### src/rtl/gf_div_seq.sv
// Sequential GF(2^8) divider: q = a * b^254 using one shared field multiply per clock.
// A division by zero gives q = 0 with div_by_zero_o set, and takes the same 14-cycle latency.
module gf_div_seq #(
  parameter logic [8:0] POLY = 9'h11D
) (
  input  logic       clk_i,
  input  logic       rst_ni,
  input  logic       in_valid_i,
  output logic       in_ready_o,
  input  logic [7:0] a_i,
  input  logic [7:0] b_i,
  output logic       out_valid_o,
  input  logic       out_ready_i,
  output logic [7:0] q_o,
  output logic       div_by_zero_o
);

  typedef enum logic [1:0] {
    ST_IDLE = 2'd0,
    ST_RUN  = 2'd1,
    ST_DONE = 2'd2
  } state_t;

  state_t     state_r;
  logic [7:0] a_r;
  logic [7:0] b_r;
  logic [7:0] t_r;
  logic [3:0] step_r;
  logic [7:0] mul_x_s;
  logic [7:0] mul_y_s;
  logic [7:0] mul_s;

  function automatic logic [7:0] gf_mul(input logic [7:0] x, input logic [7:0] y);
    logic [7:0] p;
    logic [7:0] xs;
    p  = 8'h00;
    xs = x;
    for (int i = 0; i < 8; i++) begin
      p  = p ^ (xs & {8{y[i]}});
      xs = xs[7] ? ({xs[6:0], 1'b0} ^ POLY[7:0]) : {xs[6:0], 1'b0};
    end
    return p;
  endfunction

  assign in_ready_o = (state_r == ST_IDLE);

  // Operand select for the single shared multiplier.
  always_comb begin
    mul_x_s = t_r;
    mul_y_s = t_r;
    if (state_r == ST_RUN) begin
      if (step_r == 4'd13) begin
        mul_x_s = a_r;
        mul_y_s = t_r;
      end else if ((step_r < 4'd12) && step_r[0]) begin
        mul_x_s = t_r;
        mul_y_s = b_r;
      end else begin
        mul_x_s = t_r;
        mul_y_s = t_r;
      end
    end else begin
      mul_x_s = t_r;
      mul_y_s = t_r;
    end
  end

  assign mul_s = gf_mul(mul_x_s, mul_y_s);

  // Control FSM, exponentiation datapath and registered result.
  always_ff @(posedge clk_i or negedge rst_ni) begin
    if (!rst_ni) begin
      state_r       <= ST_IDLE;
      a_r           <= 8'h00;
      b_r           <= 8'h00;
      t_r           <= 8'h00;
      step_r        <= 4'd0;
      q_o           <= 8'h00;
      div_by_zero_o <= 1'b0;
      out_valid_o   <= 1'b0;
    end else begin
      case (state_r)
        ST_IDLE: begin
          if (in_valid_i) begin
            a_r     <= a_i;
            b_r     <= b_i;
            t_r     <= b_i;
            step_r  <= 4'd0;
            state_r <= ST_RUN;
          end
        end
        ST_RUN: begin
          // b^127 after step 11, squared to b^254 at step 12, applied to a at step 13.
          if (step_r == 4'd13) begin
            q_o           <= mul_s;
            div_by_zero_o <= (b_r == 8'h00);
            out_valid_o   <= 1'b1;
            state_r       <= ST_DONE;
          end else begin
            t_r    <= mul_s;
            step_r <= step_r + 4'd1;
          end
        end
        ST_DONE: begin
          if (out_ready_i) begin
            out_valid_o <= 1'b0;
            state_r     <= ST_IDLE;
          end
        end
        default: begin
          state_r     <= ST_IDLE;
          out_valid_o <= 1'b0;
        end
      endcase
    end
  end

endmodule

### config.mk
export PLATFORM = sky130hd
export DESIGN_NAME = gf_div_seq
export DESIGN_NICKNAME = d
export VERILOG_FILES = /design/src/rtl/gf_div_seq.sv
export SDC_FILE = /design/constraint.sdc
export NUM_CORES = 1
export LEC_CHECK = 0
export BUFFER_PORTS_ARGS = -buffer_cell sky130_fd_sc_hd__clkbuf_2
export CORE_MARGIN = 5
export CORE_UTILIZATION = 25
export DETAILED_ROUTE_END_ITERATION = 10
export PLACE_DENSITY = 0.43
export SYNTH_ARGS = -nofsm -noshare
export SYNTH_HDL_FRONTEND = slang
export SYNTH_SLANG_ARGS = --single-unit
### constraint.sdc
create_clock -name clk_i -period 2.9 [get_ports clk_i]
set_input_delay 0.435 -clock clk_i [delete_from_list [all_inputs] [get_ports clk_i]]
set_output_delay 0.435 -clock clk_i [all_outputs]
set_load 0.02 [all_outputs]
; ---- Word-level counts from Yosys, hierarchy flattened
; Cells that the tools add are included.
[word_totals]
word_cells = 74
in_bits = 20
reg_bits = 40
[op_classes]
eq_ne = 7
addsub = 1
reduce_logical = 9
muxes = 25
bitwise_logic = 23
order_cmp = 1
[op_table]
columns = operator, n
row1 = $and 8x8->8, 8
row2 = $mux 8, 7
row3 = $xor 8x8->8, 7
row4 = $mux 5, 7
row5 = $not 4->4, 7
row6 = $pmux 8 s2, 1
row7 = $reduce_and 3->1, 3
row8 = $logic_not 8->1, 1
row9 = $mux 4, 2
row10 = $pmux 4 s2, 1
row11 = $mux 2, 3
row12 = $ne 2x2->1 const B, 3
row13 = $pmux 2 s3, 1
row14 = $add 4x1->4 const B, 1
row15 = $eq 4x4->1 const B, 1
row16 = $lt 4x4->1 const B, 1
row17 = $reduce_and 2->1, 2
row18 = $pmux 1 s3, 1
row19 = $eq 2x1->1 const B, 1
row20 = $eq 2x2->1 const B, 1
row21 = $logic_not 2->1, 1
row22 = $mux 1, 2
row23 = $ne 2x1->1 const B, 1
row24 = $reduce_bool 2->1, 1
row25 = other kinds (2), 2

; ---- Logic depth before layout (Yosys ltp)
; Gate-level depths: netlist (run 1).
[logic_depth]
ltp_word = 21
depth_mapped = 13
ltp_nobuf = 10

; ---- Least setup slack after synthesis (run 1)
; No wires, ideal clock.
[synth_timing]
path_type = flip-flop to flip-flop
start = register step_r[0]
end = register t_r[7]
n_path_buf = 1
setup_time_ns = 0.121
stages_incl_launch_ff = 11
arrival_time_ns = 2.308
slack_ns = 0.470
path_cell_list = dfrtp_1 -> ha_1 -> and4_1 -> buf_6 -> nand2_4 -> mux2i_1 -> and2b_1 -> xnor3_1 -> xnor3_1 -> nor2_1 -> o21ai_1
[synth_between]
elab_chain_cells = 15
elab_cells_between_ends = 35
cone_classes = order compare: 1 / eq/ne: 2 / mux: 11 / bitwise: 19 / reduce/logical: 2
[synth_lines]
columns = element, line
row1 = start: declaration, 28  ; logic [3:0] step_r;
row2 = start signal: assignment, 101  ; step_r <= step_r + 4'd1;
row3 = $lt 4x4->1, 55  ; end else if ((step_r < 4'd12) && step_r[0]) begin
row4 = $logic_and 1x1->1, 55
row5 = $mux 8, 55
row6 = $mux 8, 52  ; if (step_r == 4'd13) begin
row7 = $mux 8, 51  ; if (state_r == ST_RUN) begin
row8 = $and 8x8->8, 39  ; p = p ^ (xs & {8{y[i]}});
row9 = $xor 8x8->8 (7 in series), 39
row10 = $mux 8, 94  ; if (step_r == 4'd13) begin
row11 = $pmux 8 s2, 82  ; case (state_r)
row12 = end signal: assignment, 87  ; t_r <= b_i;
row13 = end signal: assignment, 100  ; t_r <= mul_s;
row14 = end: declaration, 27  ; logic [7:0] t_r;
; Several ways; a longest one is shown, not always the timed one. The select of a mux whose other input is x is not followed.
; A chain may end at the register's enable or synchronous reset.

; ---- Final worst setup path (run 1)
[layout_timing]
start = register step_r[0]
end = register t_r[3]
[layout_between]
elab_chain_cells = 16
elab_cells_between_ends = 41
cone_classes = order compare: 1 / eq/ne: 2 / mux: 14 / bitwise: 22 / reduce/logical: 2
[layout_lines]
columns = element
row1 = "parallel branches: the longest is 16 deep, another holds $lt 4x4->1"
; Several ways; the timed one is not identified. The select of a mux whose other input is x is not followed.

==> summary.md, run 1 <==
| Metric | Value |
|---|---|
| Status | `completed` |
| Layout cells sized above 1 | `26.95%` |
| Top_reg_cell synth | `dfrtp_1` |
| Async S/R FF share, synth | `100.0%` |
| Synthesized area | `3832 sq um` |
| Worst EP arrival | `2.95 ns` |
| Post-place setup slack | `0.08855 ns` |
| Slowest stage delay, CP | `0.43 ns` |
| Crit Path Max Fanout | `11` |
| Storage element area | `1001 sq um` |
| Top Usage Layer GRT | `met2` |
| Synth warn | `0` |
| Die Width | `133.8 um` |
| Slew Limit Fails | `0` |
| CP Capture Type | `register` |
| Worst-path cell chain | `buf_4 > a21bo_2 > o21ai_1 > a22oi_1 > xnor2_1 > xnor3_1 > xnor3_2 > nor2_1 > o21ai_1` |
| Clk_lat worst skew | `0.30 ns` |
| Max transition margin | `29.96%` |
| First-pass GRT wire length | `20790 um` |
| Hpwl dp | `10240 um` |
| Syn Area/Cell | `9.235 sq um` |
| Routed vias/inst | `5.119` |
| Syn Nets | `437` |
| Vias post-DR | `3394` |
| Initial DRC count | `213` |
| Hold Fails Final Rpt | `0` |
| FMAX | `0.3616 GHz` |
| Reg2reg start | `step_r[0]` |
| Routed wire length | `13290 um` |
| R2r setup slk | `0.13 ns` |
| Diodes inserted | `0` |
| Cell row count | `45` |
| Met2 usage | `24.59%` |
| Met3 usage | `2.251%` |
| H-tree depth | `2` |
| Final nets | `496` |
| Core footprint | `15150 sq um` |
| Area delta synth->final | `20.93%` |
| Clock tree buffer depth | `2` |
| Setup ws final | `0.1345 ns` |
| Crit path top cell by count | `o21ai_1` |
| RePlAce Congestion | `0.9180` |
| Routed wire per std cell | `20.05 um` |
| Reg-to-reg endpoint | `t_r[3]` |
| Worst hold path type | `primary input to asynchronous set/reset pin` |
| Footprint of the multi-input gates | `2613 sq um` |
| Port-buffer cells | `30` |
| Clock sinks | `40` |
| CP max-delay cell | `xnor3_1` |
| Vias in the first global route | `3398` |
| Clock slew at reported path FFs | `0.06 ns` |
| Period utilization | `95.36%` |
| Post-synth EDFFs | `0` |
| Met1 usage in global routing | `20.40%` |
| Largest net degree at the start of global routing | `41` |
| Worst Tran Pin Value | `1.051 ns` |
| Unrepaired setup endpoints after global routing | `yes` |
| Die Area | `17910 sq um` |
| Drt drc | `0` |
| Library cells used by synthesis | `66` |
| CTS tree | `built` |
| Synth Register Bits | `40` |
| Hold_ws | `0.3169 ns` |
| Final min period | `2.765 ns` |
| Req. time, crit path | `3.08 ns` |
| GRT Overall Usage | `15.12%` |
| Antenna violations before repair | `0` |
| Setup Viol. Count Final | `0` |
| Final Skew | `0.005730 ns` |
| Post-Synthesis Cells | `415` |
| Final ANT Viol Nets | `0` |
| Total I/O pin count | `31` |
| CTS buffer count | `5` |
| Sequential-to-total area share from yosys stat | `26.12%` |
| Class of the most critical setup path | `register to register` |
| Grt total ovfl | `0` |
| Die H | `133.8 um` |
| Startpoint types | `register` |
| Root Driver | `clkbuf_16` |
| Pre-antenna DRT Iters | `5` |
| Fill cells | `1603` |
| MaxCap Viol Count | `0` |
| Initial Util | `25.30%` |
| R2R cell count | `9` |
[sequential cells by signal, summed over array words and instances (netlist names)]
name / flops
state_r: 2
b_r: 8
t_r: 8
div_by_zero_o: 1
step_r: 4
a_r: 8
out_valid_o: 1
q_o: 8
[how the worst max path moves through the flow]
| stage | start | to | slack (ns) | depth (start not counted) |
|---|---|---|---|---|
| after detailed placement | step_r[1] | t_r[3] | 0.09 | 11 |
| after floorplan | step_r[0] | t_r[7] | 0.47 | 10 |
| after CTS | step_r[1] | t_r[5] | 0.07 | 10 |
| final | step_r[0] | t_r[3] | 0.13 | 9 |
| after global routing | step_r[1] | t_r[1] | -0.007 | 11 |
| after global placement | step_r[0] | t_r[3] | 0.07 | 9 |
[metrics by stage]
step | util (%) | cell area (sq um) | TNS, ns | std cells
2_1_floorplan | - | 3832 | 0 | 415
3_3_place_gp | 29.22 | 4425 | 0 | 650
3_5_place_dp | 29.22 | 4425 | 0 | 650
4_1_cts | 30.24 | 4579 | 0 | 658
5_1_grt | 30.60 | 4634 | -0.006915 | 663
6_report | 30.60 | 4634 | 0 | 663
[cells by family (layout without fill, tap and decap cells)]
| group | count (synthesis) | in the layout | share of synthesized area, % |
|---|---|---|---|
| DFF | 40 | 40 | 26.12 |
| and+or+nand+nor | 117 | 117 | 15.70 |
| buffers and inverters | 39 | 99 | 6.170 |
| AOI/OAI and AO/OA | 110 | 110 | 19.33 |
| muxes | 19 | 19 | 5.452 |
| adders and majority gates | 2 | 2 | 0.6529 |
| xor gates and xnor gates | 88 | 88 | 26.58 |
[critical path: cells and delay by family (launching register included)]
kind | cells | cell delay, ns
flops | 1 | 0.35
buf+inv | 1 | 0.18
xor+xnor | 3 | 1.03
compound gates | 4 | 0.98
simple gates | 1 | 0.11
[synthesized netlist by cell type (all sizes together), types with 2 or more instances]
master	number	area, sq um
xnor3	10	225.2
xor2	26	261.5
xnor2	47	411.6
o22ai	6	37.54
nand4	2	12.51
a211oi	8	60.06
a21boi	2	26.28
mux2i	7	73.82
buf	27	191.4
ha	2	25.02
o221ai	2	23.77
nor2b	3	21.27
o211ai	2	15.01
nor4	3	25.02
a22oi	19	147.6
clkbuf	5	18.77
nand3	18	112.6
mux2	12	135.1
a31oi	3	18.77
and2	7	45.05
nand2	40	165.2
a41oi	3	26.28
a21oi	19	102.6
o21ai	33	165.2
a311oi	4	35.03
inv	6	22.52
nor3b	3	22.52
dfrtp	40	1001
xor3	5	120.1
nor2	30	112.6
nor3	5	30.03
[metal layers]
| metal | up-vias | share of wire (%) |
|---|---|---|
| met4 | 0 | 3.6 |
| li1 | 1596 | - |
| met5 | - | 0 |
| met3 | 28 | 4.1 |
| met1 | 1680 | 45 |
| met2 | 90 | 47 |
[cell type report]
type	instances	share of cell area, %
clock buffer	6	2.997
timing repair buffer	84	13.07
sequential	40	21.60
clock inverter	2	0.3240
inverter	7	0.5670
multi-input combinational	336	56.37
tap	188	5.076
[repair_timing]
item                       in CTS  in global routing
hold endpoints to repair        0                  0
resized for setup               0                  7
setup endpoints to repair       0                 12
hold buffers                    0                  0
setup buffers                   0                  5
[cells in the final DEF (no fill, tap or decap), drive strengths merged, types with 7 or more instances in the layout]
| cell | n |
|---|---|
| buf | 54 |
| xnor2 | 47 |
| dfrtp | 40 |
| nand2 | 40 |
| clkbuf | 36 |
| o21ai | 33 |
| nor2 | 30 |
| xor2 | 26 |
| a22oi | 19 |
| a21oi | 19 |
| nand3 | 18 |
| mux2 | 12 |
| xnor3 | 10 |
| a211oi | 8 |
| and2 | 7 |
| mux2i | 7 |
Power of run 1 is left out: the tool's default activity adds up to more than one toggle a clock period on the data nets, which glitch-free logic cannot reach.
==> run 2, diff against run 1 <==
--- a/config.mk
+++ b/config.mk
@@ -6,7 +6,6 @@
 export NUM_CORES = 1
 export LEC_CHECK = 0
 export BUFFER_PORTS_ARGS = -buffer_cell sky130_fd_sc_hd__clkbuf_2
-export CORE_MARGIN = 5
 export CORE_UTILIZATION = 25
 export DETAILED_ROUTE_END_ITERATION = 10
 export PLACE_DENSITY = 0.43
==> summary.md, run 2 (synthesized netlist as in run 1, its figures left out) <==
| Metric | Value |
|---|---|
| Grt total ovfl | `0 (unchanged)` |
| Die H | `125.8 um (-6.0%)` |
| Setup Viol. Count Final | `0 (unchanged)` |
| Clock slew at reported path FFs | `0.06 ns (about the same)` |
| Routed wire per std cell | `19.75 um (-1.5%)` |
| Startpoint types | `register` |
| Fill cells | `1550 (-3.3%)` |
| Max transition margin | `25.93% (-4.0 points)` |
| Routed vias/inst | `5.073 (-0.91%)` |
| Period utilization | `94.64% (-0.73 points)` |
| GRT Overall Usage | `17.19% (+2.1 points)` |
| Worst Tran Pin Value | `1.111 ns (+0.06050 ns)` |
| MaxCap Viol Count | `0 (unchanged)` |
| Final min period | `2.744 ns (-0.02106 ns)` |
| RePlAce Congestion | `0.8890 (-3.2%)` |
| Die Width | `125.8 um (-6.0%)` |
| Top cell family by delay on the critical path | `XOR/XNOR gates` |
| Post-place setup slack | `-0.07836 ns (-0.1669 ns)` |
| Initial DRC count | `232 (+8.9%)` |
| Pre-antenna DRT Iters | `5 (unchanged)` |
| Routed wire length | `13080 um (-1.6%)` |
| Hpwl dp | `10020 um (-2.2%)` |
| Setup TNS | `0 ns (unchanged)` |
| Req. time, crit path | `3.08 ns (about the same)` |
| CTS tree | `built` |
| Status | `completed` |
| Setup ws final | `0.1556 ns (+0.02106 ns)` |
| CP Buf/Inv Count | `2 (+1)` |
| Hold Fails Final Rpt | `0 (unchanged)` |
| Drt drc | `0 (unchanged)` |
| Unrepaired setup endpoints after global routing | `no` |
| Crit path top cell by count | `xnor3_1` |
| Vias in the first global route | `3373 (-0.74%)` |
| Final Skew | `0.005413 ns (-0.0003174 ns)` |
| Cell Area, Placed | `4461 sq um (+0.79%)` |
| CTS buffer count | `5 (unchanged)` |
| CP Capture Type | `register` |
| Die Area | `15830 sq um (-12%)` |
| Vias post-DR | `3358 (-1.1%)` |
| Final nets | `499 (+0.60%)` |
| Post-CTS Hold Fix Bufs | `0 (unchanged)` |
| Area delta synth->final | `22.79%` |
| Most frequent cells in the layout | `buf_4, xnor2_1, nand2_1, dfrtp_1` |
| Slew Limit Fails | `0 (unchanged)` |
| Final design instance area without fill | `4706 sq um (+1.5%)` |
| Root Driver | `clkbuf_16` |
| Clock sinks | `40 (unchanged)` |
| Antenna violations before repair | `0 (unchanged)` |
| Clk_lat worst skew | `0.30 ns (about the same)` |
| Class of the most critical setup path | `register to register` |
| Initial Util | `25.98% (+0.67 points)` |
| Worst hold path type | `primary input to asynchronous set/reset pin` |
| Worst EP arrival | `2.93 ns (-0.02 ns)` |
| Clock tree buffer depth | `2 (unchanged)` |
| H-tree depth | `2 (unchanged)` |
| Cell row count | `44 (-2.2%)` |
| Final ANT Viol Nets | `0 (unchanged)` |
| Slowest stage delay, CP | `0.43 ns (about the same)` |
| First-pass GRT wire length | `20320 um (-2.3%)` |
| Hold_ws | `0.3373 ns (+0.02032 ns)` |
| Total I/O pin count | `31 (unchanged)` |
| Core footprint | `14750 sq um (-2.6%)` |
| FMAX | `0.3644 GHz (+0.77%)` |
| Worst-path cell chain | `inv_1 > ha_1 > and4_2 > buf_12 > nand3_1 > a22oi_1 > xnor2_1 > xnor3_1 > xnor3_1 > nor2_1 > o21ai_1` |
| Crit Path Max Fanout | `14 (+3)` |
| Port-buffer cells | `30 (unchanged)` |
| Layout cells sized above 1 | `29.08% (+2.1 points)` |
| Commonest non-fill, non-tap cell in the layout | `buf_4` |
| CP max-delay cell | `xnor3_1` |
| Largest net degree at the start of global routing | `41 (unchanged)` |
| Diodes inserted | `0 (unchanged)` |
-- run 2: changes by cell type in the layout (fill, tap and decap cells not counted), moves of 2 or more --
cell / before / now
buf_4: 50 / 54
clkinvlp_4: 2 / 0
dfrtp_1: 40 / 38
dfrtp_2: 0 / 2
o21ai_1: 18 / 16
o21ai_2: 0 / 2
xnor2_1: 47 / 45
xnor2_2: 0 / 2
-- run 2: what timing repair did --
item / 4_1_cts / 5_1_grt
endpoints found under the hold margin: 0 / 0
gates cloned: 0 / 0
setup endpoints to repair: 4 / 11
buffers inserted: 0 / 1
resized for setup: 1 / 14
-- run 2: final cells by class --
cell class / instances / area [sq um] / share of cell area [%]
multi-input combinational: 336 / 2653 / 56.37
sequential: 40 / 1003 / 21.32
timing repair buffer: 87 / 615.6 / 13.08
tap: 184 / 230.2 / 4.892
clock buffer: 6 / 138.9 / 2.951
clock inverter: 2 / 38.79 / 0.8242
inverter: 7 / 26.28 / 0.5584
-- run 2: through the flow --
stage                     util (%)  instances
after floorplan                  -        415
after global placement       30.23        653
after detailed placement     30.23        653
after CTS                    31.45        661
after global routing         31.89        662
final                        31.89        662
-- run 2: worst paths after layout --
path	cells after the start	from	endpoint	slack, ns
max in group asynchronous	1	rst_ni	t_r[7]	1.80
hold reg to reg	2	q_o[1]	q_o[1]	0.47
setup reg to reg	11	step_r[1]	t_r[3]	0.16
setup / recovery	11	step_r[1]	t_r[3]	0.16
hold / removal	1	rst_ni	a_r[0]	0.34
min in group clk_i	2	a_i[0]	a_r[0]	0.37
-- run 2: metal layers --
| layer | track usage [%] | wire [um] |
|---|---|---|
| met5 | 0 | 0 |
| met4 | 7.087 | 444 |
| met3 | 2.549 | 507 |
| met2 | 27.84 | 6092 |
| met1 | 22.90 | 6034 |
Power of run 2 is left out for the same reason.
